$ cat config.mk
export PLATFORM = sky130hd
export DESIGN_NAME = hamm_rx_ctrl_flat
export DESIGN_NICKNAME = d
export VERILOG_FILES = /design/src/rtl/hamm_rx_ctrl_if.sv /design/src/rtl/hamm_rx_ctrl.sv /design/src/flat_wrapper.sv
export SDC_FILE = /design/constraint.sdc
export NUM_CORES = 1
export LEC_CHECK = 0
export ABC_AREA = 1
export ABC_CLOCK_PERIOD_IN_PS = 3500
export CAP_MARGIN = 5
export CORE_MARGIN = 5
export CORE_UTILIZATION = 35
export CTS_CLUSTER_DIAMETER = 30
export CTS_CLUSTER_SIZE = 8
export DETAILED_ROUTE_END_ITERATION = 16
export GPL_ROUTABILITY_DRIVEN = 0
export PLACE_DENSITY = 0.55
export SYNTH_ARGS = -nofsm -noshare
export SYNTH_HDL_FRONTEND = slang
export SYNTH_SLANG_ARGS = --single-unit
$ cat constraint.sdc
create_clock -name clk -period 3.5 [get_ports clk]
set_input_delay 0.525 -clock clk [delete_from_list [all_inputs] [get_ports clk]]
set_output_delay 0.525 -clock clk [all_outputs]
set_load 0.02 [all_outputs]
$ cat src/rtl/hamm_rx_ctrl_if.sv
// Codeword-in / byte-out handshake bundle for the Hamming (8,4) receive controller.
// master = upstream/downstream environment side, slave = controller side.
interface hamm_rx_ctrl_if;
  logic       in_valid;
  logic       in_ready;
  logic [7:0] in_code;
  logic       out_valid;
  logic       out_ready;
  logic [7:0] out_data;
  logic       out_corr;
  logic       out_err;

  modport master (
    output in_valid,
    output in_code,
    input  in_ready,
    input  out_valid,
    input  out_data,
    input  out_corr,
    input  out_err,
    output out_ready
  );

  modport slave (
    input  in_valid,
    input  in_code,
    output in_ready,
    output out_valid,
    output out_data,
    output out_corr,
    output out_err,
    input  out_ready
  );
endinterface

$ cat src/rtl/hamm_rx_ctrl.sv
// Hamming (8,4) SEC-DED receive controller: decodes codeword pairs into bytes, low nibble first.
// Latency: out_valid the cycle after the 2nd codeword is accepted; in_ready drops while a byte waits on out_ready.
module hamm_rx_ctrl #(
  parameter int CNT_W = 16
) (
  input  logic             clk,
  input  logic             reset,
  hamm_rx_ctrl_if.slave    bus,
  input  logic             cnt_clr,
  output logic [CNT_W-1:0] corr_cnt,
  output logic [CNT_W-1:0] uncorr_cnt
);

  typedef enum logic [1:0] {
    S_LO  = 2'd0,
    S_HI  = 2'd1,
    S_OUT = 2'd2
  } state_t;

  localparam logic [3:0] COL_D0 = 4'b0111;
  localparam logic [3:0] COL_D1 = 4'b1011;
  localparam logic [3:0] COL_D2 = 4'b1101;
  localparam logic [3:0] COL_D3 = 4'b1110;
  localparam logic [CNT_W-1:0] CNT_MAX = {CNT_W{1'b1}};

  state_t           r_state;
  state_t           w_state_nxt;
  logic [7:0]       r_data;
  logic             r_corr;
  logic             r_err;
  logic [CNT_W-1:0] r_corr_cnt;
  logic [CNT_W-1:0] r_uncorr_cnt;

  logic       w_in_rdy;
  logic       w_out_vld;
  logic       w_accept;
  logic       w_take_lo;
  logic       w_take_hi;
  logic       w_release;
  logic [3:0] w_d;
  logic [3:0] w_par;
  logic [3:0] w_syn;
  logic [3:0] w_nib;
  logic       w_cw_corr;
  logic       w_cw_err;

  // ---------------------------------------------------------------
  // Combinational decode of the codeword currently on the bus
  // ---------------------------------------------------------------
  always_comb begin
    w_d   = bus.in_code[7:4];
    w_par = ({4{w_d[0]}} & COL_D0) ^
            ({4{w_d[1]}} & COL_D1) ^
            ({4{w_d[2]}} & COL_D2) ^
            ({4{w_d[3]}} & COL_D3);
    w_syn = w_par ^ bus.in_code[3:0];
  end

  always_comb begin
    w_nib     = w_d;
    w_cw_corr = 1'b0;
    w_cw_err  = 1'b0;
    case (w_syn)
      4'b0000: begin
        w_nib = w_d;
      end
      COL_D0: begin
        w_nib     = w_d ^ 4'b0001;
        w_cw_corr = 1'b1;
      end
      COL_D1: begin
        w_nib     = w_d ^ 4'b0010;
        w_cw_corr = 1'b1;
      end
      COL_D2: begin
        w_nib     = w_d ^ 4'b0100;
        w_cw_corr = 1'b1;
      end
      COL_D3: begin
        w_nib     = w_d ^ 4'b1000;
        w_cw_corr = 1'b1;
      end
      // single parity-bit hit: data nibble already correct
      4'b0001, 4'b0010, 4'b0100, 4'b1000: begin
        w_cw_corr = 1'b1;
      end
      default: begin
        w_cw_err = 1'b1;
      end
    endcase
  end

  // ---------------------------------------------------------------
  // Control FSM
  // ---------------------------------------------------------------
  always_ff @(posedge clk or negedge reset) begin
    if (!reset) begin
      r_state <= S_LO;
    end else begin
      r_state <= w_state_nxt;
    end
  end

  always_comb begin
    w_state_nxt = r_state;
    w_in_rdy    = 1'b0;
    w_out_vld   = 1'b0;
    w_take_lo   = 1'b0;
    w_take_hi   = 1'b0;
    w_release   = 1'b0;
    case (r_state)
      S_LO: begin
        w_in_rdy = 1'b1;
        if (bus.in_valid) begin
          w_take_lo   = 1'b1;
          w_state_nxt = S_HI;
        end
      end
      S_HI: begin
        w_in_rdy = 1'b1;
        if (bus.in_valid) begin
          w_take_hi   = 1'b1;
          w_state_nxt = S_OUT;
        end
      end
      S_OUT: begin
        w_out_vld = 1'b1;
        if (bus.out_ready) begin
          w_release   = 1'b1;
          w_state_nxt = S_LO;
        end
      end
      default: begin
        w_state_nxt = S_LO;
      end
    endcase
  end

  assign w_accept = w_take_lo | w_take_hi;

  // ---------------------------------------------------------------
  // Byte assembly and sticky flags
  // ---------------------------------------------------------------
  always_ff @(posedge clk or negedge reset) begin
    if (!reset) begin
      r_data <= 8'h00;
      r_corr <= 1'b0;
      r_err  <= 1'b0;
    end else begin
      if (w_take_lo) begin
        r_data[3:0] <= w_nib;
        r_corr      <= w_cw_corr;
        r_err       <= w_cw_err;
      end else if (w_take_hi) begin
        r_data[7:4] <= w_nib;
        r_corr      <= r_corr | w_cw_corr;
        r_err       <= r_err  | w_cw_err;
      end else if (w_release) begin
        r_corr <= 1'b0;
        r_err  <= 1'b0;
      end
    end
  end

  // ---------------------------------------------------------------
  // Saturating statistics; a clear beats a same-cycle increment
  // ---------------------------------------------------------------
  always_ff @(posedge clk or negedge reset) begin
    if (!reset) begin
      r_corr_cnt   <= '0;
      r_uncorr_cnt <= '0;
    end else if (cnt_clr) begin
      r_corr_cnt   <= '0;
      r_uncorr_cnt <= '0;
    end else begin
      if (w_accept && w_cw_corr && (r_corr_cnt != CNT_MAX)) begin
        r_corr_cnt <= r_corr_cnt + 1'b1;
      end
      if (w_accept && w_cw_err && (r_uncorr_cnt != CNT_MAX)) begin
        r_uncorr_cnt <= r_uncorr_cnt + 1'b1;
      end
    end
  end

  assign bus.in_ready  = w_in_rdy;
  assign bus.out_valid = w_out_vld;
  assign bus.out_data  = r_data;
  assign bus.out_corr  = r_corr;
  assign bus.out_err   = r_err;
  assign corr_cnt      = r_corr_cnt;
  assign uncorr_cnt    = r_uncorr_cnt;

endmodule

$ cat src/flat_wrapper.sv
// flat-port wrapper written by rule: the top's interface ports become plain ports
module hamm_rx_ctrl_flat 
#(
  parameter int CNT_W = 16
)
  (clk, reset, cnt_clr, corr_cnt, uncorr_cnt, bus_in_valid, bus_in_code, bus_in_ready, bus_out_valid, bus_out_data, bus_out_corr, bus_out_err, bus_out_ready);
  hamm_rx_ctrl_if bus_i ();
  input  logic clk;
  input  logic reset;
  input  logic cnt_clr;
  output logic [CNT_W-1:0] corr_cnt;
  output logic [CNT_W-1:0] uncorr_cnt;
  input wire logic [$bits(bus_i.in_valid)-1:0] bus_in_valid;
  input wire logic [$bits(bus_i.in_code)-1:0] bus_in_code;
  output wire logic [$bits(bus_i.in_ready)-1:0] bus_in_ready;
  output wire logic [$bits(bus_i.out_valid)-1:0] bus_out_valid;
  output wire logic [$bits(bus_i.out_data)-1:0] bus_out_data;
  output wire logic [$bits(bus_i.out_corr)-1:0] bus_out_corr;
  output wire logic [$bits(bus_i.out_err)-1:0] bus_out_err;
  input wire logic [$bits(bus_i.out_ready)-1:0] bus_out_ready;
  assign bus_i.in_valid = bus_in_valid;
  assign bus_i.in_code = bus_in_code;
  assign bus_in_ready = bus_i.in_ready;
  assign bus_out_valid = bus_i.out_valid;
  assign bus_out_data = bus_i.out_data;
  assign bus_out_corr = bus_i.out_corr;
  assign bus_out_err = bus_i.out_err;
  assign bus_i.out_ready = bus_out_ready;
  hamm_rx_ctrl #(.CNT_W(CNT_W)) u_core (.clk(clk), .reset(reset), .bus(bus_i), .cnt_clr(cnt_clr), .corr_cnt(corr_cnt), .uncorr_cnt(uncorr_cnt));
endmodule
==> metrics.cfg, run 1 <==
[critical_path]
r2r-end=u_core.uncorr_cnt[7]
required_ns=3.75
cp.arrival_ns=2.55
cpPeakStageDelay_ns=0.49
worstSetupPathType=in2reg
r2r_start=u_core.uncorr_cnt[0]
reg2reg_slack_ns=1.23
cpMostUsedCell=nand2_1
worstPathMaxFanout=16
path_cells=clkdlybuf4s50_1 > inv_2 > nand2_1 > nand2_1 > nand2_2 > nand2_4 > nand2_1 > a21oi_2 > nand2_2 > nor2_4 > nand4_1 > nand2_1
ff2ff_path_depth=7
cp_slowest_cell=clkdlybuf4s50_1
start_kind=input pin
crit_path_end_kind=flop
critical-path-top-delay-family=simple AND/OR/NAND/NOR gates
worst-path-buf-inv=2

[run_status]
status=finished, final reports clean

[sta]
finalMaxSlewViolations=0
setup_violations=0
relSlewSlack_pct=61.6
fmax_ghz=0.435
rsz0062_at_grt=false
finalSetupTns_ns=0
finalCriticalPeriod_ns=2.30
tightest_slew_ns=0.574
fin_crit_sh_pct=65.7
final.setup_skew_ns=0.00817
hold_viol=0

[finish]
final_cell_area_mm2=0.00378
final_nets=496
fill_cells=866
drive_gt1_share_pct=8.71
fin_cells=587
syn_to_final_growth_pct=25.3
antenna_cells=0
fin_util_pct=45.5

[grt]
grt_pass1_vias=2682
overflow=0
antenna_found_initial=0
grt_pass1_wl_um=12700
grt_use_total_pct=14.8
grt_max_degree=50

[floorplanning]
die_y_um=103
die-area_mm2=0.0106
die_x_um=103
rows=33
initial_core_util_pct=36.3
pin_count=57
core_area_mm2=0.00830

[hold_path]
min_path_type=in2async

[clock_tree]
numCtsBuffers=5
cts_tree=yes
cts-htree-levels=2
post_cts_buffers=0
postCtsResizedCells=0
cts_hold_buf=0
cts_buffer_depth=2
clk-insertion-delay-late_ns=0.31
cts-root-buf=clkbuf_8
path_clk_slew_ns=0.09
cts_sinks=44

[detailed_routing]
avgViaCountPerCell=4.94
num_vias=2901
postRouteWirelength_um=7580
drcViolationCount=0
wl_per_cell_um=12.9
first_pass_iters=4
dr.first_iter.drc_count=72
ant_nets=0

[synth]
synth_top_area_cell=dfrtp_1
ys.flop_type=dfrtp_1
yosys_warnings=0
synth_top_family_by_area=simple AND/OR/NAND/NOR gates
yosysUniqueCellTypes=30
synthesis.area_mm2=0.00302
synth_top_area_share_pct=36.5
post_synth.cell_area_avg_um2=7.06
synth_compound_area_share_pct=2.16
syn_inst=427
ys_seq_elements=44
async_reset_ff_share_pct=100
synth_fa_ha_area_share_pct=0.830
synth_edf_count=0
synth_area_leaders=dfrtp_1 37%, nand2_1 17%, nand3_1 8.3%, xor2_1 7.8%, inv_1 5.1%
synth_nets=442
synth-xor-area-share_pct=8.71
synth-simple-area-share_pct=43.4
ys_seq_area_share_pct=36.5
synth.area.mux_share_pct=0.373

[placement]
place_area_mm2=0.00366
dp.cells=579
dpl.hpwl_um=5530
numPortBuffers=56

[power]
leakage_nw=1.89
powerDensity_mw_per_mm2=428
ir_drop_mv=0.253

[run]
drv_cap=0

## kinds of logic after synthesis
logic type,after synthesis
compound gates,11
xor+xnor,30
fa+ha+maj,2
buf+inv,60
flops,44
mux,1
simple gates,279
## worst max-delay path by stage
stage | startpoint | endpoint | slack, ns | depth (start not counted)
2_1_floorplan | u_core.corr_cnt[0] | u_core.corr_cnt[10] | 1.66 | 9
3_3_place_gp | bus_in_code[5] | u_core.uncorr_cnt[0] | 0.91 | 13
3_5_place_dp | bus_in_code[4] | u_core.uncorr_cnt[0] | 0.88 | 12
4_1_cts | bus_in_code[4] | u_core.uncorr_cnt[0] | 1.21 | 12
5_1_grt | bus_in_code[4] | u_core.uncorr_cnt[10] | 1.05 | 12
6_report | bus_in_code[4] | u_core.uncorr_cnt[0] | 1.20 | 12
## routing by layer
| layer | global-route usage, % | up-vias | wire length, µm |
|---|---|---|---|
| li1 | - | 1476 | - |
| met1 | 20.3 | 1362 | 3620 |
| met2 | 23.9 | 57 | 3460 |
| met3 | 3.18 | 6 | 420 |
| met4 | 3.88 | 0 | 76 |
| met5 | 0 | - | 0 |
## sequential cells by signal, summed over array words and instances (netlist names)
register	cells
u_core.corr_cnt	16
u_core.r_state	2
u_core.bus.out_data	8
u_core.bus.out_err	1
u_core.uncorr_cnt	16
u_core.bus.out_corr	1
## stage by stage
stage	power, W	hold WS (ns)	setup WS (ns)
after global routing	0.00171	0.187	1.05
after CTS	0.00164	0.162	1.21
after floorplan	0.000984	0.229	1.66
after global placement	0.00121	0.469	0.914
after detailed placement	0.00123	0.476	0.884
final	0.00162	0.160	1.20
## cell type report
cell class / count / area [µm²] / area share (%)
well taps: 105 / 131 / 3.48
clock inverters: 3 / 46.3 / 1.23
clock buffers: 5 / 68.8 / 1.82
multi-input cells: 323 / 1670 / 44.3
flip-flops and latches: 44 / 1100 / 29.1
repair buffers: 59 / 578 / 15.3
inverters: 48 / 180 / 4.77
## worst reg2reg max path, stage by stage (launching register included)
cell and delay (ns):
dfrtp_1 0.49, ha_1 0.29, nand3_1 0.15, inv_1 0.13, nand4_2 0.48, nand4_4 0.46
nand3_1 0.12, nand2_1 0.09
## cells in the mapped netlist (3+ instances only)
cell type and count:
inv_1 41, nand2_1 140, nand2_2 7, nand3_1 50, nand2_4 5, inv_2 7, xor2_1 27, nor2_2 3
o21ai_0 8, xnor2_1 3, nor2_1 31, nand4_1 21, buf_1 3, clkbuf_1 5, dfrtp_1 44, nor3_1 14
## placed cells by master, fill, tap and decap left out, drive strengths merged
cell,synthesis,routed
clkinvlp,0,1
nand3,51,51
ha,2,2
mux2,1,1
nor2,36,36
nor4,1,1
nand3b,1,1
xnor2,3,3
nor3b,1,1
inv,48,49
o31ai,1,1
nand2,152,152
clkbuf,5,5
dfrtp,44,44
clkdlybuf4s50,0,55
xor2,27,27
bufinv,0,1
buf,7,4
o21ai,9,9
nand4,23,23
nor3,14,14
a21oi,1,1
## where the power goes
part	switching (W)	internal [W]
registers	0.0000572	0.000585
clock network	0.000196	0.000215
logic	0.000336	0.000228
total	0.000589	0.00103
Note: power is estimated with default switching activity, not from simulation.
==> inputs of run 2 (changes only) <==
ABC_CLOCK_PERIOD_IN_PS = 2100   (was 3500)
PLACE_DENSITY = 0.58   (was 0.55)
clock period = 2.1 ns   (was 3.5 ns; I/O delays follow)
==> run 2 against run 1 <==
Total power up 65%. Worst setup slack worse by 1.0 ns. Sequential power up 67%. Core utilization up 2.1 points. Die area unchanged. Critical path type unchanged. Largest cell class unchanged.
==> metrics.cfg, run 2 (synthesis gave the netlist of run 1 again) <==
[run_status]
status=finished, final reports clean

[clock_tree]
cts_buffer_depth=2  ; unchanged
post_cts_buffers=0  ; unchanged
cts_hold_buf=0  ; unchanged
numCtsBuffers=5  ; unchanged
path_clk_slew_ns=0.08  ; about the same
clk-insertion-delay-late_ns=0.30  ; about the same
postCtsResizedCells=0  ; unchanged
cts_sinks=44  ; unchanged
cts_tree=yes
cts-root-buf=clkbuf_8
cts-htree-levels=2  ; unchanged

[grt]
overflow=0  ; unchanged
met2_usage_pct=25.0  ; +1.1 points
gr-usage-met3_pct=3.38  ; +0.20 points
grt_pass1_vias=2898  ; +8.1%
top_usage_layer=met2
grt_use_met1_pct=21.2  ; +0.89 points
grt_use_total_pct=15.5  ; +0.68 points
grt_pass1_wl_um=13400  ; +5.6%
antenna_found_initial=0  ; unchanged
grt_max_degree=49  ; -2.0%

[detailed_routing]
first_pass_iters=4  ; unchanged
ant_nets=0  ; unchanged
dr.first_iter.drc_count=147  ; +100%
avgViaCountPerCell=4.78  ; -3.2%
drcViolationCount=0  ; unchanged
postRouteWirelength_um=7720  ; +1.8%
num_vias=2899  ; -0.069%
wl_per_cell_um=12.7  ; -1.4%

[sta]
fin_crit_sh_pct=92.3
finalMaxSlewViolations=0  ; unchanged
fmax_ghz=0.516
tightest_slew_ns=0.589  ; +0.0147 ns
hold_viol=0  ; unchanged
final.setup_skew_ns=0.00719  ; -0.000979 ns
setup_violations=0  ; unchanged
relSlewSlack_pct=60.7  ; -0.89 points
holdWs_ns=0.0940  ; -0.0662 ns
rsz0062_at_grt=false
finalCriticalPeriod_ns=1.94

[critical_path]
cpPeakStageDelay_ns=0.56  ; +0.07 ns
cp.arrival_ns=2.13  ; -0.42 ns
cp_slowest_cell=clkdlybuf4s50_1
worstPathMaxFanout=16  ; unchanged
critical-path-top-delay-family=simple AND/OR/NAND/NOR gates
crit_path_end_kind=flop
cpMostUsedCell=nand2_1
path_cells=clkdlybuf4s50_1 > inv_2 > nand2_1 > nand2_1 > nand2_1 > nand2_2 > nor2_2 > nor2_4 > nand2_4 > nand4_4 > nand3_1 > nand2_1
worstSetupPathType=in2reg
required_ns=2.29  ; -1.46 ns
worst-path-buf-inv=2  ; unchanged
start_kind=input pin

[floorplanning]
core_area_mm2=0.00830  ; unchanged
pin_count=57  ; unchanged
die_y_um=103  ; unchanged
die-area_mm2=0.0106  ; unchanged
die_x_um=103  ; unchanged
rows=33  ; unchanged
initial_core_util_pct=36.3  ; unchanged

[run]
drv_cap=0  ; unchanged

[finish]
layout_commonest_cell=nand2_1
final_cell_mix=140 x nand2_1, 55 x clkdlybuf4s50_1, 50 x nand3_1
fin_util_pct=47.6  ; +2.1 points
final_nets=515  ; +3.8%
drive_gt1_share_pct=12.0  ; +3.3 points
syn_to_final_growth_pct=31.0
antenna_cells=0  ; unchanged
fill_cells=857  ; -1.0%
final_cell_area_mm2=0.00395  ; +4.5%

[hold_path]
min_path_type=in2async

[power]
ir_drop_mv=0.322  ; +27%
leakage_nw=1.99  ; +5.3%
powerDensity_mw_per_mm2=674  ; +57%

[placement]
dpl.hpwl_um=5630  ; +1.9%
numPortBuffers=56  ; unchanged
place_area_mm2=0.00385  ; +5.3%

-- run 2: routing by layer --
metal,share of wire [%],vias to the layer above
met2,45,50
met3,5.3,10
li1,-,1511
met4,1.3,0
met1,48,1328
met5,0,-
-- run 2: final cells by class --
class	instances	area (µm²)	share of cell area [%]
Timing Repair Buffer	78	771	19.5
Inverter	48	180	4.56
Tap cell	105	131	3.33
Clock inverter	1	7.51	0.190
Multi-Input combinational cell	323	1670	42.3
Clock buffer	7	86.3	2.19
Sequential cell	44	1100	27.9
-- run 2: stage by stage --
step	std cells	total power [W]	setup slack [ns]	setup TNS (ns)
floorplan	427	0.00164	0.264	0
global placement	598	0.00210	-0.121	-3.38
detailed placement	598	0.00213	-0.164	-4.48
CTS	606	0.00271	0.155	0
global route	606	0.00283	0.0197	0
finish	606	0.00266	0.162	0
-- run 2: final timing paths --
check / from / to / slack (ns) / cells after the start
worst max-delay path: bus_in_code[5] / u_core.uncorr_cnt[15] / 0.16 / 12
worst min-delay path: reset / u_core.bus.out_data[5] / 0.09 / 2
worst max register to register: u_core.corr_cnt[0] / u_core.corr_cnt[1] / 0.34 / 8
worst min register to register: u_core.bus.out_data[6] / u_core.bus.out_data[6] / 0.49 / 2
max in group asynchronous: reset / u_core.uncorr_cnt[5] / 1.60 / 2
min in group clk: u_core.bus.out_data[6] / u_core.bus.out_data[6] / 0.49 / 2
-- run 2: report_power, final --
group          internal [W]  switching, W
clock network      0.000268      0.000299
registers          0.000975     0.0000957
logic              0.000450      0.000574
total               0.00169      0.000969
==> RTL change, RTL diff (settings of run 1) <==
`CNT_W` is set to 16 in 2 places; all go to 32.
--- a/src/rtl/hamm_rx_ctrl.sv
+++ b/src/rtl/hamm_rx_ctrl.sv
@@ -1,7 +1,7 @@
 // Hamming (8,4) SEC-DED receive controller: decodes codeword pairs into bytes, low nibble first.
 // Latency: out_valid the cycle after the 2nd codeword is accepted; in_ready drops while a byte waits on out_ready.
 module hamm_rx_ctrl #(
-  parameter int CNT_W = 16
+  parameter int CNT_W = 32
 ) (
   input  logic             clk,
   input  logic             reset,
--- a/src/flat_wrapper.sv
+++ b/src/flat_wrapper.sv
@@ -1,7 +1,7 @@
 // flat-port wrapper written by rule: the top's interface ports become plain ports
 module hamm_rx_ctrl_flat 
 #(
-  parameter int CNT_W = 16
+  parameter int CNT_W = 32
 )
   (clk, reset, cnt_clr, corr_cnt, uncorr_cnt, bus_in_valid, bus_in_code, bus_in_ready, bus_out_valid, bus_out_data, bus_out_corr, bus_out_err, bus_out_ready);
   hamm_rx_ctrl_if bus_i ();
Ports: changed (resized corr_cnt and uncorr_cnt); port bits go from 57 to 89. The function was not compared with the original's and may differ.
==> RTL change against run 1 <==
  * Sequential share of layout area down 0.68 points
  * Critical endpoint is now u_core.corr_cnt[16]
  * Routed wire length up 99%
  * Highest routed layer unchanged
  * Sequential cell count up 32
  * Worst setup slack worse by 380 ps
  * Cell count up 81%
  * Hold slack better by 160 ps
  * Largest power group unchanged
  * Power up 71%
  * Synthesized area up 78%
  * Design area up 77%
==> RTL change: results <==
set metrics [dict create \
    outcome "finished, final reports clean" \
    synth.net_count 809 \
    grt_pass1_vias 5058 \
    syn_inst 794 \
    dpl-instance-area_mm2 0.00636 \
    root_buffer "clkbuf_16" \
    antenna_found_initial 0 \
    drc 0 \
    synth_common_cells "nand2_1 (260), nor2_1 (100), dfrtp_1 (76), inv_1 (74), nand3_1 (72)" \
    synth_adder_area_share_pct 0.466 \
    slew_headroom_pct 34.4 \
    p_sw_share_pct 33.5 \
    ff2ff_setup_slack_ps 820 \
    insertion_delay_ps 350 \
    crit_arrival_ps 2910 \
    grt_pass1_wl_mm 25.6 \
    synth-xor-area-share_pct 10.1 \
    layout-drive-gt1-share_pct 5.16 \
    wl_per_cell_um 14.3 \
    grt_max_degree 77 \
    synth.mux.area_fraction_pct 0 \
    clk_pin_slew_ps 70 \
    synth-compound-area-share_pct 1.24 \
    grt_usage_pct 17.4 \
    yosysSeqAreaShare_pct 35.4 \
    place_ws_ps 643 \
    instances_no_fill 1060 \
    cts_buffers 9 \
    cp_num_buf_inv 2 \
    dp.cells 1044 \
    io_buffers 88 \
    final_nets 882 \
    htreeDepth 3 \
    fmax_mhz 373 \
    peakVddDrop_v 0.000241 \
    vias 5202 \
    fin_worst_skew_ps 10.2 \
    cellLeakagePower_uw 0.00310 \
    critPathSlowestCell "dfrtp_1" \
]
==> RTL change: worst paths after layout <==
kind / depth (start not counted) / start / to
worst max-delay path: 12 / u_core.corr_cnt[0] / u_core.corr_cnt[16]
worst min-delay path: 1 / reset / u_core.uncorr_cnt[26]
worst max register to register: 12 / u_core.corr_cnt[0] / u_core.corr_cnt[16]
worst min register to register: 2 / u_core.bus.out_data[4] / u_core.bus.out_data[4]
max in group asynchronous: 1 / reset / u_core.corr_cnt[30]
min in group clk: 2 / u_core.bus.out_data[4] / u_core.bus.out_data[4]
==> RTL change: kinds of logic (layout without fill, tap and decap cells) <==
kind of cell	after synthesis	in the layout
XOR/XNOR	62	62
AO/OA/AOI/OAI	12	12
adder cells (fa/ha/maj)	2	2
flip-flops	76	76
AND/OR/NAND/NOR	533	533
buffers and inverters	109	187
==> RTL change: power by group through the flow <==
stage               Sequential [uW]  Combinational, uW  Clock [uW]
floorplan                      1120                393           0
global placement               1040                737           0
detailed placement             1040                737           0
CTS                            1030                739        1040
global route                   1040                806        1070
finish                         1030                725        1020
==> RTL change: worst register-to-register path: stages (launching register included) <==
cell and delay [ps]:
dfrtp_1 480, ha_1 260, nand2_1 70, inv_1 80
nand4_1 200, nor2_1 270, inv_1 100, nor2_1 200
nand2_1 170, nand3_4 130, nand2_2 350, nand2_1 200
nand2_1 70
==> RTL change: layout make-up <==
type | count | area, um2
clock buffer | 10 | 229
clock inverter | 6 | 88.8
fill | 1619 | 8460
inverter | 78 | 293
multi-input combinational | 609 | 3010
sequential | 76 | 1900
tap | 188 | 235
timing repair buffer | 93 | 928
==> RTL change: per-layer routing <==
layer	share of wire, %	GRT usage, %	vias up
li1	-	-	2683
met1	47	24.2	2380
met2	46	27.1	120
met3	4.5	3.45	19
met4	1.8	6.11	0
met5	0	0	-
